**src/rtl/branch_predictor.sv**
```systemverilog
// Fetch-side BTB/BHT next-PC prediction and execute-side JAL/JALR/BRANCH resolution with table training.
// Latency: lookup and resolution are combinational; table and counter updates land on the next clock edge.
// Backpressure: none; one lookup and one resolution are accepted every cycle, gated only by i_ex_valid.
module branch_predictor #(
    parameter int XLEN        = 32,
    parameter int BHT_ENTRIES = 64,
    parameter int BTB_ENTRIES = 16,
    parameter int CNT_W       = 32
) (
    input  logic              i_clk,
    input  logic              i_rst_n,
    input  logic [XLEN-1:0]   i_if_pc,
    output logic              o_if_pred_taken,
    output logic [XLEN-1:0]   o_if_pred_pc,
    input  logic              i_ex_valid,
    input  logic [6:0]        i_ex_opcode,
    input  logic [2:0]        i_ex_funct3,
    input  logic              i_ex_alu_zero,
    input  logic [XLEN-1:0]   i_ex_pc,
    input  logic [31:0]       i_ex_rs1_dout,
    input  logic [31:0]       i_ex_imm,
    input  logic              i_ex_pred_taken,
    input  logic [XLEN-1:0]   i_ex_pred_pc,
    output logic              o_ex_branch_taken,
    output logic              o_ex_mispredict,
    output logic [XLEN-1:0]   o_ex_pc_redirect,
    output logic [CNT_W-1:0]  o_br_count,
    output logic [CNT_W-1:0]  o_mispred_count
);
    localparam int BHT_IDX_W = $clog2(BHT_ENTRIES);
    localparam int BTB_IDX_W = $clog2(BTB_ENTRIES);
    localparam int TAG_W     = XLEN - BTB_IDX_W - 2;

    localparam logic [6:0] OP_BRANCH = 7'b1100011;
    localparam logic [6:0] OP_JALR   = 7'b1100111;
    localparam logic [6:0] OP_JAL    = 7'b1101111;

    logic [BHT_ENTRIES-1:0][1:0] bht_q;
    logic [BTB_ENTRIES-1:0]      btb_vld_q;
    logic [BTB_ENTRIES-1:0]      btb_jmp_q;
    logic [TAG_W-1:0]            btb_tag_q [BTB_ENTRIES];
    logic [XLEN-1:0]             btb_tgt_q [BTB_ENTRIES];
    logic [CNT_W-1:0]            br_cnt_q;
    logic [CNT_W-1:0]            mp_cnt_q;

    // ---------------- fetch lookup ----------------
    logic [BHT_IDX_W-1:0] if_bht_idx;
    logic [BTB_IDX_W-1:0] if_btb_idx;
    logic [TAG_W-1:0]     if_tag;
    logic                 if_hit;

    assign if_bht_idx      = i_if_pc[BHT_IDX_W+1:2];
    assign if_btb_idx      = i_if_pc[BTB_IDX_W+1:2];
    assign if_tag          = i_if_pc[XLEN-1:BTB_IDX_W+2];
    assign if_hit          = btb_vld_q[if_btb_idx] && (btb_tag_q[if_btb_idx] == if_tag);
    assign o_if_pred_taken = if_hit && (btb_jmp_q[if_btb_idx] || bht_q[if_bht_idx][1]);
    assign o_if_pred_pc    = o_if_pred_taken ? btb_tgt_q[if_btb_idx] : i_if_pc + XLEN'(4);

    // ---------------- execute resolution ----------------
    logic [XLEN-1:0] imm_x;
    logic [XLEN-1:0] pc_imm;
    logic [XLEN-1:0] jalr_sum;
    logic [XLEN-1:0] seq_pc;
    logic [XLEN-1:0] target;
    logic [XLEN-1:0] next_pc;
    logic            is_ctrl;
    logic            is_jump;
    logic            is_br;
    logic            taken;
    logic            mispredict;

    assign imm_x    = XLEN'($signed(i_ex_imm));
    assign pc_imm   = i_ex_pc + imm_x;
    assign jalr_sum = XLEN'(i_ex_rs1_dout) + imm_x;
    assign seq_pc   = i_ex_pc + XLEN'(4);

    always_comb begin
        is_ctrl = 1'b0;
        is_jump = 1'b0;
        is_br   = 1'b0;
        taken   = 1'b0;
        target  = pc_imm;
        case (i_ex_opcode)
            OP_JAL: begin
                is_ctrl = 1'b1;
                is_jump = 1'b1;
                taken   = 1'b1;
            end
            OP_JALR: begin
                if (i_ex_funct3 == 3'b000) begin
                    is_ctrl = 1'b1;
                    is_jump = 1'b1;
                    taken   = 1'b1;
                    target  = {jalr_sum[XLEN-1:1], 1'b0};
                end
            end
            OP_BRANCH: begin
                if (i_ex_funct3 != 3'b010 && i_ex_funct3 != 3'b011) begin
                    is_ctrl = 1'b1;
                    is_br   = 1'b1;
                    // BNE/BLT/BLTU invert the zero flag; BEQ/BGE/BGEU use it directly
                    taken   = i_ex_alu_zero ^ (i_ex_funct3[2] ^ i_ex_funct3[0]);
                end
            end
            default: ;
        endcase
    end

    assign next_pc    = taken ? target : seq_pc;
    assign mispredict = (i_ex_pred_taken != taken) || (taken && (i_ex_pred_pc != target));

    assign o_ex_branch_taken = i_ex_valid && taken;
    assign o_ex_mispredict   = i_ex_valid && mispredict;
    assign o_ex_pc_redirect  = i_ex_valid ? next_pc : '0;
    assign o_br_count        = br_cnt_q;
    assign o_mispred_count   = mp_cnt_q;

    // ---------------- training ----------------
    logic [BHT_IDX_W-1:0] ex_bht_idx;
    logic [BTB_IDX_W-1:0] ex_btb_idx;
    logic [TAG_W-1:0]     ex_tag;
    logic                 ex_hit;
    logic                 btb_wr;
    logic [1:0]           bht_cur;
    logic [1:0]           bht_nxt;

    assign ex_bht_idx = i_ex_pc[BHT_IDX_W+1:2];
    assign ex_btb_idx = i_ex_pc[BTB_IDX_W+1:2];
    assign ex_tag     = i_ex_pc[XLEN-1:BTB_IDX_W+2];
    assign ex_hit     = btb_vld_q[ex_btb_idx] && (btb_tag_q[ex_btb_idx] == ex_tag);
    assign btb_wr     = is_jump || (is_br && taken);
    assign bht_cur    = bht_q[ex_bht_idx];

    always_comb begin
        bht_nxt = bht_cur;
        if (taken) begin
            if (bht_cur != 2'b11) bht_nxt = bht_cur + 2'd1;
        end else begin
            if (bht_cur != 2'b00) bht_nxt = bht_cur - 2'd1;
        end
    end

    always_ff @(posedge i_clk) begin
        if (!i_rst_n) begin
            bht_q     <= {BHT_ENTRIES{2'b01}};
            btb_vld_q <= '0;
            br_cnt_q  <= '0;
            mp_cnt_q  <= '0;
        end else if (i_ex_valid) begin
            if (is_br) bht_q[ex_bht_idx] <= bht_nxt;
            if (btb_wr) begin
                btb_vld_q[ex_btb_idx] <= 1'b1;
            end else if (!is_ctrl && ex_hit) begin
                // a non-control instruction aliased into a stale entry: drop it
                btb_vld_q[ex_btb_idx] <= 1'b0;
            end
            if (is_ctrl)    br_cnt_q <= br_cnt_q + CNT_W'(1);
            if (mispredict) mp_cnt_q <= mp_cnt_q + CNT_W'(1);
        end
    end

    // Payload fields need no reset; the valid bits guard them.
    always_ff @(posedge i_clk) begin
        if (i_rst_n && i_ex_valid && btb_wr) begin
            btb_tag_q[ex_btb_idx] <= ex_tag;
            btb_tgt_q[ex_btb_idx] <= target;
            btb_jmp_q[ex_btb_idx] <= is_jump;
        end
    end

endmodule

```
**config.mk**
```make
export PLATFORM = sky130hd
export DESIGN_NAME = branch_predictor
export DESIGN_NICKNAME = d
export VERILOG_FILES = /design/src/rtl/branch_predictor.sv
export SDC_FILE = /design/constraint.sdc
export NUM_CORES = 2
export LEC_CHECK = 0
export ABC_CLOCK_PERIOD_IN_PS = 11900
export CAP_MARGIN = 20
export CORE_MARGIN = 8
export CORE_UTILIZATION = 25
export DETAILED_ROUTE_END_ITERATION = 8
export DONT_BUFFER_PORTS = 1
export SLEW_MARGIN = 20
export SYNTH_ARGS = -nofsm -noshare
export SYNTH_HDL_FRONTEND = slang
export SYNTH_SLANG_ARGS = --single-unit
```
**constraint.sdc**
```tcl
create_clock -name i_clk -period 11.9 [get_ports i_clk]
set_input_delay 2.38 -clock i_clk [delete_from_list [all_inputs] [get_ports i_clk]]
set_output_delay 2.38 -clock i_clk [all_outputs]
set_load 0.05 [all_outputs]
```
# After elaboration in Yosys (flattened, before gate mapping)
# Memory sizes are Yosys's and may differ from the RTL's.
# Cells that the tools add are included.
# word_totals
output_inout_bits,131
elab_cells,158
inputBits,175
memories,2
ram_bits,928
register_bits,224
# classes
n_mux,35
n_bitwise,5
n_eq_ne,10
addsub,8
n_lt_le_gt_ge,6
n_reduce_logical,24
# memory_table
memory,words,word_bits,read_ports,rd_clocked_by_memory_dff,write_ports,line,source
btb_tgt_q,16,32,1,0,1,42,logic [XLEN-1:0] btb_tgt_q [BTB_ENTRIES];
btb_tag_q,16,26,2,0,1,41,logic [TAG_W-1:0] btb_tag_q [BTB_ENTRIES];
# op_table
cell,count
two-way mux 32 bit,5
bitwise mux 128 bit,1
adder 32 x 1 -> 32 bit (second input constant),2
adder 32 x 3 -> 32 bit (second input constant),2
adder 32 bit,2
equality test 26 bit,2
two-way mux 16 bit,2
!= test 32 bit,1
binary-select mux 2 bit (select 6 bit),2
equality test 7 bit (second input constant),3
AND 16 bit,1
bitwise mux 16 bit,1
inverter 16 bit,1
bitwise OR 16 bit,1
less-than comparator 6 x 7 -> 1 bit (second input constant),2
logical AND 1 bit,13
binary-select mux 1 bit (select 4 bit),3
demux 2 bit (select 6 bit),1
two-way mux 2 bit,6
less-than comparator 4 x 5 -> 1 bit (second input constant),2
two-way mux 1 bit,10
AND reduction 2 bit,4
greater-or-equal comparator 6 x 1 -> 1 bit (second input constant),1
!= test 3 x 2 -> 1 bit (second input constant),2
other kinds (13),18

# Longest topological paths before layout
# depth
ltp_word,9
ltp_mapped,17
mapped_depth_nobuf,14

# Worst setup path after synthesis
# No wires, ideal clock.
# synth_path
path_kind,input to output
from,in i_if_pc[2]
to,out o_if_pred_pc[0]
arrival_time_ns,7.328
required_time_ns,9.520
n_path_buf,4
path_slack_ns,2.192
path_stages,13
cell_sequence,clkbuf_1 buf_1 buf_1 buf_2 mux4_2 mux4_2 xnor2_1 nand4_1 nor2_1 nand4_1 nor3_1 nand2_1 nand2_1
# synth_via
elab_chain_len,5
word_cells_on_any_way,13
classes_between,eq/ne (1); mux (7); reduce/logical (3); memory (2)
# synth_rtl
element,line,source
start: declaration,12,"input logic [XLEN-1:0] i_if_pc,"
memory read (16 x 26 bit) (tied with other cells),--,
equality test 26 bit (tied with other cells),55,assign if_hit = btb_vld_q[if_btb_idx] && (btb_tag_q[if_btb_idx] == if_tag);
logical AND 1 bit or logical OR 1 bit (tied branches),"55, 56",
logical AND 1 bit *,56,assign o_if_pred_taken = if_hit && (btb_jmp_q[if_btb_idx] || bht_q[if_bht_idx][1]);
via o_if_pred_taken,13,"output logic o_if_pred_taken,"
two-way mux 32 bit *,57,assign o_if_pred_pc = o_if_pred_taken ? btb_tgt_q[if_btb_idx] : i_if_pc + XLEN'(4);
end: declaration,14,"output logic [XLEN-1:0] o_if_pred_pc,"
# The timed path passes the listed nets; every way through them passes the cells marked *. The select of a mux whose other input is x is not followed.

# Worst setup path after layout
# layout_path
from,in i_ex_pc[0]
to,out o_ex_mispredict
# layout_via
elab_chain_len,7
# layout_rtl
element,line,source
start: declaration,19,"input logic [XLEN-1:0] i_ex_pc,"
adder 32 bit *,73,assign pc_imm = i_ex_pc + imm_x;
two-way mux 32 bit,90,if (i_ex_funct3 == 3'b000) begin
two-way mux 32 bit *,83,case (i_ex_opcode)
via target[24],64,logic [XLEN-1:0] target;
!= test 32 bit *,110,assign mispredict = (i_ex_pred_taken != taken) || (taken && (i_ex_pred_pc != target));
logical AND 1 bit *,110,
logical OR 1 bit *,110,
logical AND 1 bit *,113,assign o_ex_mispredict = i_ex_valid && mispredict;
end: declaration,25,"output logic o_ex_mispredict,"
# The timed path passes the listed nets; every way through them passes the cells marked *.

==> results.py <==
metrics = {
    "place": {
        "port_buffers": 0,
        "dp.final_hpwl_mm": 129,
        "place_area_sq_um": 59700,
        "globalplace.congestion": 0.896,
    },
    "cells_and_area": {
        "syn_to_final_growth_pct": 13.5,
        "drive_gt1_frac": 0.173,
        "num-fill-cells": 22400,
        "nets": 4301,
        "final_area_sq_um": 63500,
    },
    "routing": {
        "finalWirelength_mm": 203,
        "firstDrtPassIters": 7,
        "drt_iter0_markers": 4706,
        "antenna_left": 0,
        "routed_via_density": 5.41,
        "vias": 38600,
        "wl_per_cell_um": 28.4,
        "route.detailed.drc": 0,
    },
    "power_and_ir_drop": {
        "seq_power_share": 0.493,
        "clock_power_share": 0.403,
        "comb_power_share": 0.104,
        "p_sw_w": 0.00221,
        "power.density_nw_per_um2": 142,
        "ir_drop_mv": 0.120,
        "leakage_nw": 19.3,
        "swShare": 0.245,
        "internal_power_w": 0.00682,
    },
    "synthesis": {
        "yosys.area.top_type": "edfxtp_1",
        "syn_nets": 4357,
        "synth.distinct_cells": 86,
        "synth-seq-cells": 1152,
        "yosys_warnings": 0,
        "synth_edf_count": 944,
        "syn_area_per_cell_sq_um": 13.6,
        "yosysTopAreaCellShare": 0.507,
        "ys_seq_area_frac": 0.582,
        "syn_area_sq_um": 55900,
        "synth-async-reset-ratio": 0,
        "synth_commonest_cells": "944 x edfxtp_1, 332 x mux4_2, 330 x nor2_1",
        "synthTopCellsByArea": "edfxtp_1 51%, mux4_2 13%, dfxtp_1 7.4%",
        "synth_cells": 4112,
        "synth.most_common_cell": "edfxtp_1",
        "ys_dominant_reg_cell": "edfxtp_1",
    },
    "outcome": {
        "violations": "slew limit",
        "status": "complete, but fails checks",
    },
    "timing": {
        "fin_crit_sh": 0.825,
        "drv_slew": 101,
        "min_period_ns": 9.82,
        "finalHoldViolCount": 0,
        "rsz0062_at_grt": "false",
        "finClkSkew_ns": 0.0430,
        "slew_headroom": -0.155,
        "max_freq_mhz": 102,
        "finalSetupTns_ns": 0,
        "setup_viol": 0,
        "tightest_slew_ns": 1.73,
    },
    "clock_network": {
        "numCtsBuffers": 112,
        "cts.sinks": 1152,
        "cts_resized": 0,
        "cts_tree": "yes",
        "cts.root.buffer_cell": "clkbuf_16",
        "ctsHoldBuffers": 0,
        "clk_latency_ns": 0.77,
        "clk_path_buf_depth": 3,
        "postCtsSetupBuffers": 0,
        "clk_pin_slew_ns": 0.05,
        "cts.htree.levels": 3,
    },
    "setup_path": {
        "cp_slowest_cell": "nor4_4",
        "critical_path.cell_chain": "ha_1, fa_1, a211oi_1, o211ai_1, a31oi_1, a21oi_1, a221oi_1, nand3_1, xor2_1, a2111oi_2, nand4_1, nor4_4, nor2_1",
        "crit_required_ns": 9.52,
        "critPathMaxStageDelay_ns": 0.77,
        "startpoint_type": "input pin",
        "arrival_ns": 7.44,
        "endpoint_kind": "output port",
        "crit_type": "input pin to output port",
        "critPathMaxFanout": 18,
    },
    "floorplan": {
        "die_x_um": 489,
        "die_h_um": 489,
        "io_pins": 306,
        "num_rows": 173,
        "initial_core_util": 0.251,
        "coreArea_sq_um": 222000,
        "die_area_sq_um": 239000,
    },
    "grt": {
        "track_usage": 0.162,
        "grt_max_degree": 261,
        "grt_pass1_wl_mm": 283,
        "grt_remaining_overflow": 0,
        "grt_pass1_vias": 37800,
        "antenna_found_initial": 13,
    },
    "flow_run": {
        "drv_cap": 0,
    },
    "min_path": {
        "hold_class": "register to register",
    },
}
flip-flops by register name, indices dropped and copies added (netlist names), named ones only:
name             flops
o_mispred_count     32
bht_q              128
o_br_count          32
btb_jmp_q           16
btb_tag_q          416
btb_tgt_q          512
cell type report:
type                    count  area (sq um)  share of cell area
inverters                  43           164             0.00258
clock inverters            62           771              0.0121
well taps                2975          3720              0.0586
diodes                      9          22.5            0.000355
repair buffers            102           773              0.0122
clock buffers             149          2980              0.0470
flip-flops and latches   1152         32500               0.512
multi-input cells        2645         22500               0.355
worst max-delay path: cells and delay by family:
| kind | cells | cell delay, ns |
|---|---|---|
| AOI/OAI and AO/OA | 6 | 1.91 |
| adders and majority gates | 2 | 0.69 |
| xor gates and xnor gates | 1 | 0.35 |
| and+or+nand+nor | 4 | 2.09 |
cells by family (layout without fill, tap and decap cells):
logic type               after synthesis  after routing  synth area share
other                                  0              9                 0
AO/OA/AOI/OAI                        835            835            0.0998
AND/OR/NAND/NOR                     1097           1097            0.0941
buffers and inverters                315            356            0.0219
flip-flops                          1152           1152             0.582
XOR/XNOR                             223            223            0.0362
adder cells (fa/ha/maj)               72             72            0.0163
multiplexers                         418            418             0.150
final timing paths:
check,slack (ns),end,startpoint,cells past startpoint
min,0.49,register,register,2
min reg2reg,0.49,register,register,2
max,2.08,o_ex_mispredict,i_ex_pc[0],13
max reg2reg,8.04,register,btb_tag_q[10][11],12
per-layer routing:
metal	global-route usage	vias up	share of wire
li1	-	16200	-
met1	0.210	19800	0.39
met2	0.264	2303	0.47
met3	0.0410	333	0.11
met4	0.0565	2	0.034
met5	0	-	0.000059
through the flow:
stage	setup slack (ns)	instances	power (W)	utilization	hold slack, ns
after floorplan	2.19	4112	0.00519	-	0.457
after global placement	2.03	6916	0.00545	0.268	0.473
after detailed placement	2.03	6917	0.00546	0.269	0.481
after CTS	2.02	7128	0.00907	0.285	0.489
after global routing	1.87	7130	0.00927	0.285	0.512
final	2.08	7137	0.00903	0.286	0.488
cell usage in the layout (no fill, tap or decap), types with 17 or more instances in the layout:
cell and count:
inv_1 39, and3_1 41, nor2b_1 17, o211ai_1 29, mux2_2 38, a21oi_1 183
nand3_1 153, clkbuf_1 33, a211oi_1 81, xor2_1 111, nand2_1 286, or3_1 19
clkbuf_16 112, ha_1 68, nor2_1 314, clkinv_1 20, o22ai_1 22, dfxtp_1 208
a22oi_1 151, buf_4 100, edfxtp_1 944, nor3_1 30, xnor2_1 107, nand4_1 85
mux4_2 332, a221oi_1 23, o21ai_0 140, or4_1 31, o31ai_1 22, nand2b_1 23
mux2i_1 45
power groups by stage:
stage	Combinational (W)	Clock [W]	Sequential, W
after floorplan	0.000652	0	0.00454
after detailed placement	0.000920	0	0.00454
final	0.000939	0.00364	0.00445
after global routing	0.000984	0.00383	0.00445
after global placement	0.000908	0	0.00454
after CTS	0.000923	0.00369	0.00445
Power figures use the tool's default switching activity.
